**src/rtl/simon_seq_gen.sv**
```systemverilog
// Simon Says pattern source: LFSR-driven step generator with a small step RAM,
// timed one-hot LED playback and a registered read port for the game FSM.
module simon_seq_gen #(
  parameter int          MAX_LEN   = 16,
  parameter int          ON_TICKS  = 500,
  parameter int          OFF_TICKS = 250,
  parameter logic [15:0] SEED      = 16'hACE1,
  localparam int         LW        = $clog2(MAX_LEN)
) (
  input  logic          clk,
  input  logic          rst,
  input  logic          start,
  input  logic          extend,
  input  logic          replay,
  input  logic [LW-1:0] rd_idx,
  output logic [3:0]    rd_data,
  output logic [LW:0]   length,
  output logic [15:0]   led_out,
  output logic          busy,
  output logic          play_done,
  output logic          full
);

  localparam int TMAX = (ON_TICKS > OFF_TICKS) ? ON_TICKS : OFF_TICKS;
  localparam int TW   = $clog2(TMAX + 1);

  typedef enum logic [2:0] {
    S_IDLE,
    S_APPEND,
    S_PLAY_ON,
    S_PLAY_OFF,
    S_DONE
  } state_t;

  state_t        state_q, state_d;
  logic [LW:0]   length_q, length_d;
  logic [LW-1:0] ptr_q, ptr_d;
  logic [TW-1:0] tick_q, tick_d;
  logic [15:0]   lfsr_q, lfsr_d;
  logic [15:0]   led_q, led_d;
  logic [3:0]    rd_data_q;
  logic          wr_en;
  logic [3:0]    first_step, next_step;
  logic [3:0]    mem [MAX_LEN];

  function automatic logic [15:0] onehot(input logic [3:0] s);
    return 16'h0001 << s;
  endfunction

  assign lfsr_d    = {1'b0, lfsr_q[15:1]} ^ (lfsr_q[0] ? 16'hB400 : 16'h0000);
  assign full      = (length_q == (LW+1)'(MAX_LEN));
  assign busy      = (state_q != S_IDLE);
  assign play_done = (state_q == S_DONE);
  assign length    = length_q;
  assign led_out   = led_q;
  assign rd_data   = rd_data_q;

  // The step being appended is not in the RAM yet, so a first-ever step is
  // taken straight from the LFSR to light the LED on the same edge.
  assign first_step = (length_q == '0) ? lfsr_q[3:0] : mem[0];
  assign next_step  = mem[ptr_q + LW'(1)];

  always_comb begin
    state_d  = state_q;
    length_d = length_q;
    ptr_d    = ptr_q;
    tick_d   = tick_q;
    led_d    = led_q;
    wr_en    = 1'b0;
    case (state_q)
      S_IDLE: begin
        if (start) begin
          length_d = '0;
          state_d  = S_APPEND;
        end else if (extend && !full) begin
          state_d = S_APPEND;
        end else if ((extend && full) || (replay && length_q != '0)) begin
          ptr_d   = '0;
          tick_d  = '0;
          led_d   = onehot(mem[0]);
          state_d = S_PLAY_ON;
        end
      end
      S_APPEND: begin
        wr_en = !full;
        if (!full) length_d = length_q + (LW+1)'(1);
        ptr_d   = '0;
        tick_d  = '0;
        led_d   = onehot(first_step);
        state_d = S_PLAY_ON;
      end
      S_PLAY_ON: begin
        if (tick_q == TW'(ON_TICKS - 1)) begin
          tick_d  = '0;
          led_d   = '0;
          state_d = S_PLAY_OFF;
        end else begin
          tick_d = tick_q + TW'(1);
        end
      end
      S_PLAY_OFF: begin
        if (tick_q == TW'(OFF_TICKS - 1)) begin
          tick_d = '0;
          if (({1'b0, ptr_q} + (LW+1)'(1)) < length_q) begin
            ptr_d   = ptr_q + LW'(1);
            led_d   = onehot(next_step);
            state_d = S_PLAY_ON;
          end else begin
            state_d = S_DONE;
          end
        end else begin
          tick_d = tick_q + TW'(1);
        end
      end
      S_DONE:  state_d = S_IDLE;
      default: state_d = S_IDLE;
    endcase
    // A new game may begin at any time; it abandons whatever is playing.
    if (start && state_q != S_IDLE) begin
      length_d = '0;
      led_d    = '0;
      ptr_d    = '0;
      tick_d   = '0;
      wr_en    = 1'b0;
      state_d  = S_APPEND;
    end
  end

  always_ff @(posedge clk or negedge rst) begin
    if (!rst) begin
      state_q   <= S_IDLE;
      length_q  <= '0;
      ptr_q     <= '0;
      tick_q    <= '0;
      lfsr_q    <= SEED;
      led_q     <= '0;
      rd_data_q <= '0;
    end else begin
      state_q   <= state_d;
      length_q  <= length_d;
      ptr_q     <= ptr_d;
      tick_q    <= tick_d;
      lfsr_q    <= lfsr_d;
      led_q     <= led_d;
      rd_data_q <= ({1'b0, rd_idx} < length_q) ? mem[rd_idx] : 4'h0;
    end
  end

  always_ff @(posedge clk) begin
    if (wr_en) mem[length_q[LW-1:0]] <= lfsr_q[3:0];
  end

endmodule
```
**config.mk**
```make
export PLATFORM = sky130hd
export DESIGN_NAME = simon_seq_gen
export DESIGN_NICKNAME = d
export VERILOG_FILES = /design/src/rtl/simon_seq_gen.sv
export SDC_FILE = /design/constraint.sdc
export NUM_CORES = 1
export LEC_CHECK = 0
export BUFFER_PORTS_ARGS = -buffer_cell sky130_fd_sc_hd__buf_2
export CELL_PAD_IN_SITES_DETAIL_PLACEMENT = 2
export CELL_PAD_IN_SITES_GLOBAL_PLACEMENT = 2
export CORE_AREA = 2 2 122 124
export CTS_CLUSTER_SIZE = 8
export DETAILED_ROUTE_END_ITERATION = 6
export DIE_AREA = 0 0 124 126
export PLACE_DENSITY_LB_ADDON = 0.1
export RECOVER_POWER = 100
export SLEW_MARGIN = 40
export SYNTH_ARGS = -nofsm -noshare
export SYNTH_HDL_FRONTEND = slang
export SYNTH_SLANG_ARGS = --single-unit
export TNS_END_PERCENT = 50
```
**constraint.sdc**
```tcl
create_clock -name clk -period 3.6 [get_ports clk]
set_clock_uncertainty 0.1 [all_clocks]
set_input_delay 0.18 -clock clk [delete_from_list [all_inputs] [get_ports clk]]
set_output_delay 0.18 -clock clk [all_outputs]
set_load 0.05 [all_outputs]
```
==> summary.md <==
| Metric | Value |
|---|---|
| Req. time, crit path | 3.77 ns |
| Vias | 3905 |
| Sw frac | 39.2% |
| Via density | 5.73 |
| Root buffer cell | clkbuf_16 |
| Combinational family with the most area after synthesis | multiplexers |
| Post-synth EDFFs | 64 |
| Routed wire length | 16.4 mm |
| Vias in the first global route | 4403 |
| Compound-Gate Fraction of Synth Area | 9.43% |
| Sequential fraction of the synthesis area | 55.5% |
| Fmax | 0.313 GHz |
| # rows | 44 |
| Dpl hpwl | 11.7 mm |
| Post-Syn Instances | 443 |
| Antenna viol nets, final | 0 |
| Gr usage total | 23.2% |
| CTS H-tree depth | 4 |
| XOR/XNOR share of the synthesized area | 1.28% |
| Switch Pwr | 1.97 mW |
| Synth warn | 0 |
| Final worst-path cycle share | 88.7% |
| DRC violation total after the first TritonRoute iteration | 201 |
| Post-Syn Nets | 466 |
| Post-CTS Setup Inserts | 0 |
| CTS sink cnt | 121 |
| Power Internal | 3.06 mW |
| Async SR Flop Fraction | 47.1% |
| DRC Markers | 0 |
| First-pass GRT wire length | 26.3 mm |
| Final setup violation count | 0 |
| Worst-skew pair later-pin latency | 0.42 ns |
| Unique masters post-synth | 65 |
| Synthesized area | 6050 µm² |
| Effective utilization at floorplan | 42.3% |
| Worst hold slack | 0.0623 ns |
| Post-Synth Adder-Cell Area | 2.90% |
| Die width | 124 µm |
| Clock power frac | 31.5% |
| Count leader, synth | edfxtp_1 |
| WL per Instance | 24.0 µm |
| Critical Setup Path Class | register to register |
| Failing checks | capacitance limit, slew limit |
| Synth top area share | 31.8% |
| Routability cong. | 0.849 |
| Initial antenna violation count | 0 |
| CTS Buffer Depth | 2 |
| Leak | 2.51 nW |
| Critical Path Source Type | register |
| #FFs+latches synth | 121 |
| Fin. Hold Viols | 0 |
| Worst VDD drop | 0.000418 V |
| Top FF cell, synth | edfxtp_1 |
| Most frequent cells after synthesis | 64 x edfxtp_1, 49 x dfrtp_1, 45 x nand2_1, 38 x nor2_1, 30 x mux4_2 |
| Area of the core | 14300 µm² |
| Area leader, netlist | edfxtp_1 |
| Area delta synth->final | 13.3% |
| Power Dens Cells | 735 nW/µm² |
| Simple-Gate Fraction of Synth Area | 11.6% |
| R2r setup slk | 0.41 ns |
| Mux cell area share after synthesis | 15.6% |
| CTS tree | built |
| Max-cap violation count | 1 |
| Slew margin rel. | -46.8% |
| Die ar. | 15600 µm² |
| RSZ-0062 raised after global routing | no |
| Worst min path class | input pin to register |
| Crit path max fanout | 8 |
| Status | complete, but fails checks |
| IO Count | 37 |
| Nets | 507 |
| Antenna cells | 0 |
| Ranking of synthesized cells by area | edfxtp_1 32%, dfrtp_1 20%, mux4_2 11%, dfstp_2 3.5%, ha_1 2.9% |
| Clock transition at the registers of the reported paths | 0.06 ns |
| Tightest Pin Transition | 2.20 ns |
| Fraction of layout instances using a drive strength above 1 | 21.1% |
| Fraction of power consumed by combinational cells | 34.4% |
| Seq pwr share | 34.1% |
| Fin. max-slew vios | 39 |
| DIE HEIGHT | 126 µm |
| Post-layout min period | 3.19 ns |
| Arrival @ worst endpoint | 3.36 ns |
| Average cell area after synthesis | 13.7 µm² |
| Port Buffers | 36 |
| Setup Total Neg Slack | 0 ns |
| Pin count of the biggest net entering global routing | 39 |
| Total CTS buffers | 17 |
| Pre-antenna DRT Iters | 4 |
| Grt ovf | 0 |
| CP Capture Type | register |
==> final timing paths <==
check / startpoint / end / cells after the start
worst max-delay path: length[1]$_DFFE_PN0P_ / led_out[11]$_DFFE_PN0P_ / 8
worst min-delay path: start / length[3]$_DFFE_PN0P_ / 2
worst max register to register: length[1]$_DFFE_PN0P_ / led_out[11]$_DFFE_PN0P_ / 8
worst min register to register: lfsr_q[4]$_DFF_PN0_ / lfsr_q[3]$_DFF_PN0_ / 0
max in group asynchronous: rst / lfsr_q[14]$_DFF_PN0_ / 3
min in group asynchronous: rst / ptr_q[2]$_DFFE_PN0P_ / 2
==> cell families after synthesis <==
group | Yosys count
buf+inv | 34
xor+xnor | 8
compound gates | 78
fa+ha+maj | 14
flops | 121
mux | 48
simple gates | 140
==> registers in the layout, summed over array words and instances, names as in the netlist <==
signal	count
mem	64
led_out	16
lfsr_q	16
tick_q	9
length	5
ptr_q	4
rd_data	4
state_q	3
==> timing repair <==
item / in CTS / in global routing
hold buffers: 1 / 0
resized for setup: 0 / 0
endpoints found under the hold margin: 36 / 0
==> worst max-delay path, stage by stage (launching register included) <==
cell and delay (ns):
dfrtp_1 0.44, inv_1 0.26, ha_1 0.35, or4b_1 0.64, nand3b_1 0.16, nand3_1 0.12, a221oi_1 0.28, or2_0 0.52
o31ai_1 0.18
==> cell type report <==
cell class | count | area (µm²)
clock buffers | 17 | 425
well taps | 184 | 230
multi-input cells | 288 | 2450
fillers | 1394 | 7460
clock inverters | 15 | 128
inverters | 12 | 58.8
repair buffers | 44 | 199
flip-flops and latches | 121 | 3360
==> routing by layer <==
metal / part of all wire [%] / vias to the layer above / GRT usage, % / wire [µm]
met4: 1.2 / 0 / 6.81 / 192
met1: 44 / 2053 / 29.9 / 7130
met3: 3.6 / 13 / 4.85 / 588
met2: 52 / 61 / 39.3 / 8460
met5: 0 / - / 0 / 0
li1: - / 1778 / - / -
==> power by group through the flow <==
stage	combinational, mW	sequential (mW)	clock, mW
floorplan	1.17	1.91	0
global placement	1.74	1.73	0
detailed placement	1.78	1.74	0
CTS	1.80	1.72	1.62
global route	1.90	1.74	1.68
finish	1.73	1.72	1.59
==> through the flow <==
step	utilization, %	total power [mW]	cell area, µm²	setup slack (ns)	cells
after floorplan	-	3.08	6050	0.649	443
after global placement	44.3	3.47	6340	0.373	648
after detailed placement	44.3	3.52	6350	0.278	648
after CTS	48.3	5.14	6910	0.303	681
after global routing	47.9	5.32	6850	0.175	681
final	47.9	5.03	6850	0.407	681
==> layout by cell type (no fill, tap or decap), types with 6 or more instances in the layout <==
master     count
edfxtp_1      64
dfrtp_1       49
nand2_1       45
nor2_1        38
clkbuf_1      31
mux4_2        30
o21ai_0       23
o31ai_1       19
clkbuf_16     17
ha_1          14
inv_1         11
nor2b_1        9
mux2i_1        9
and3_1         8
nor3_1         8
a21oi_1        7
buf_2          7
dfstp_2        7
nand3_1        6
Note: power is estimated with default switching activity, not from simulation.
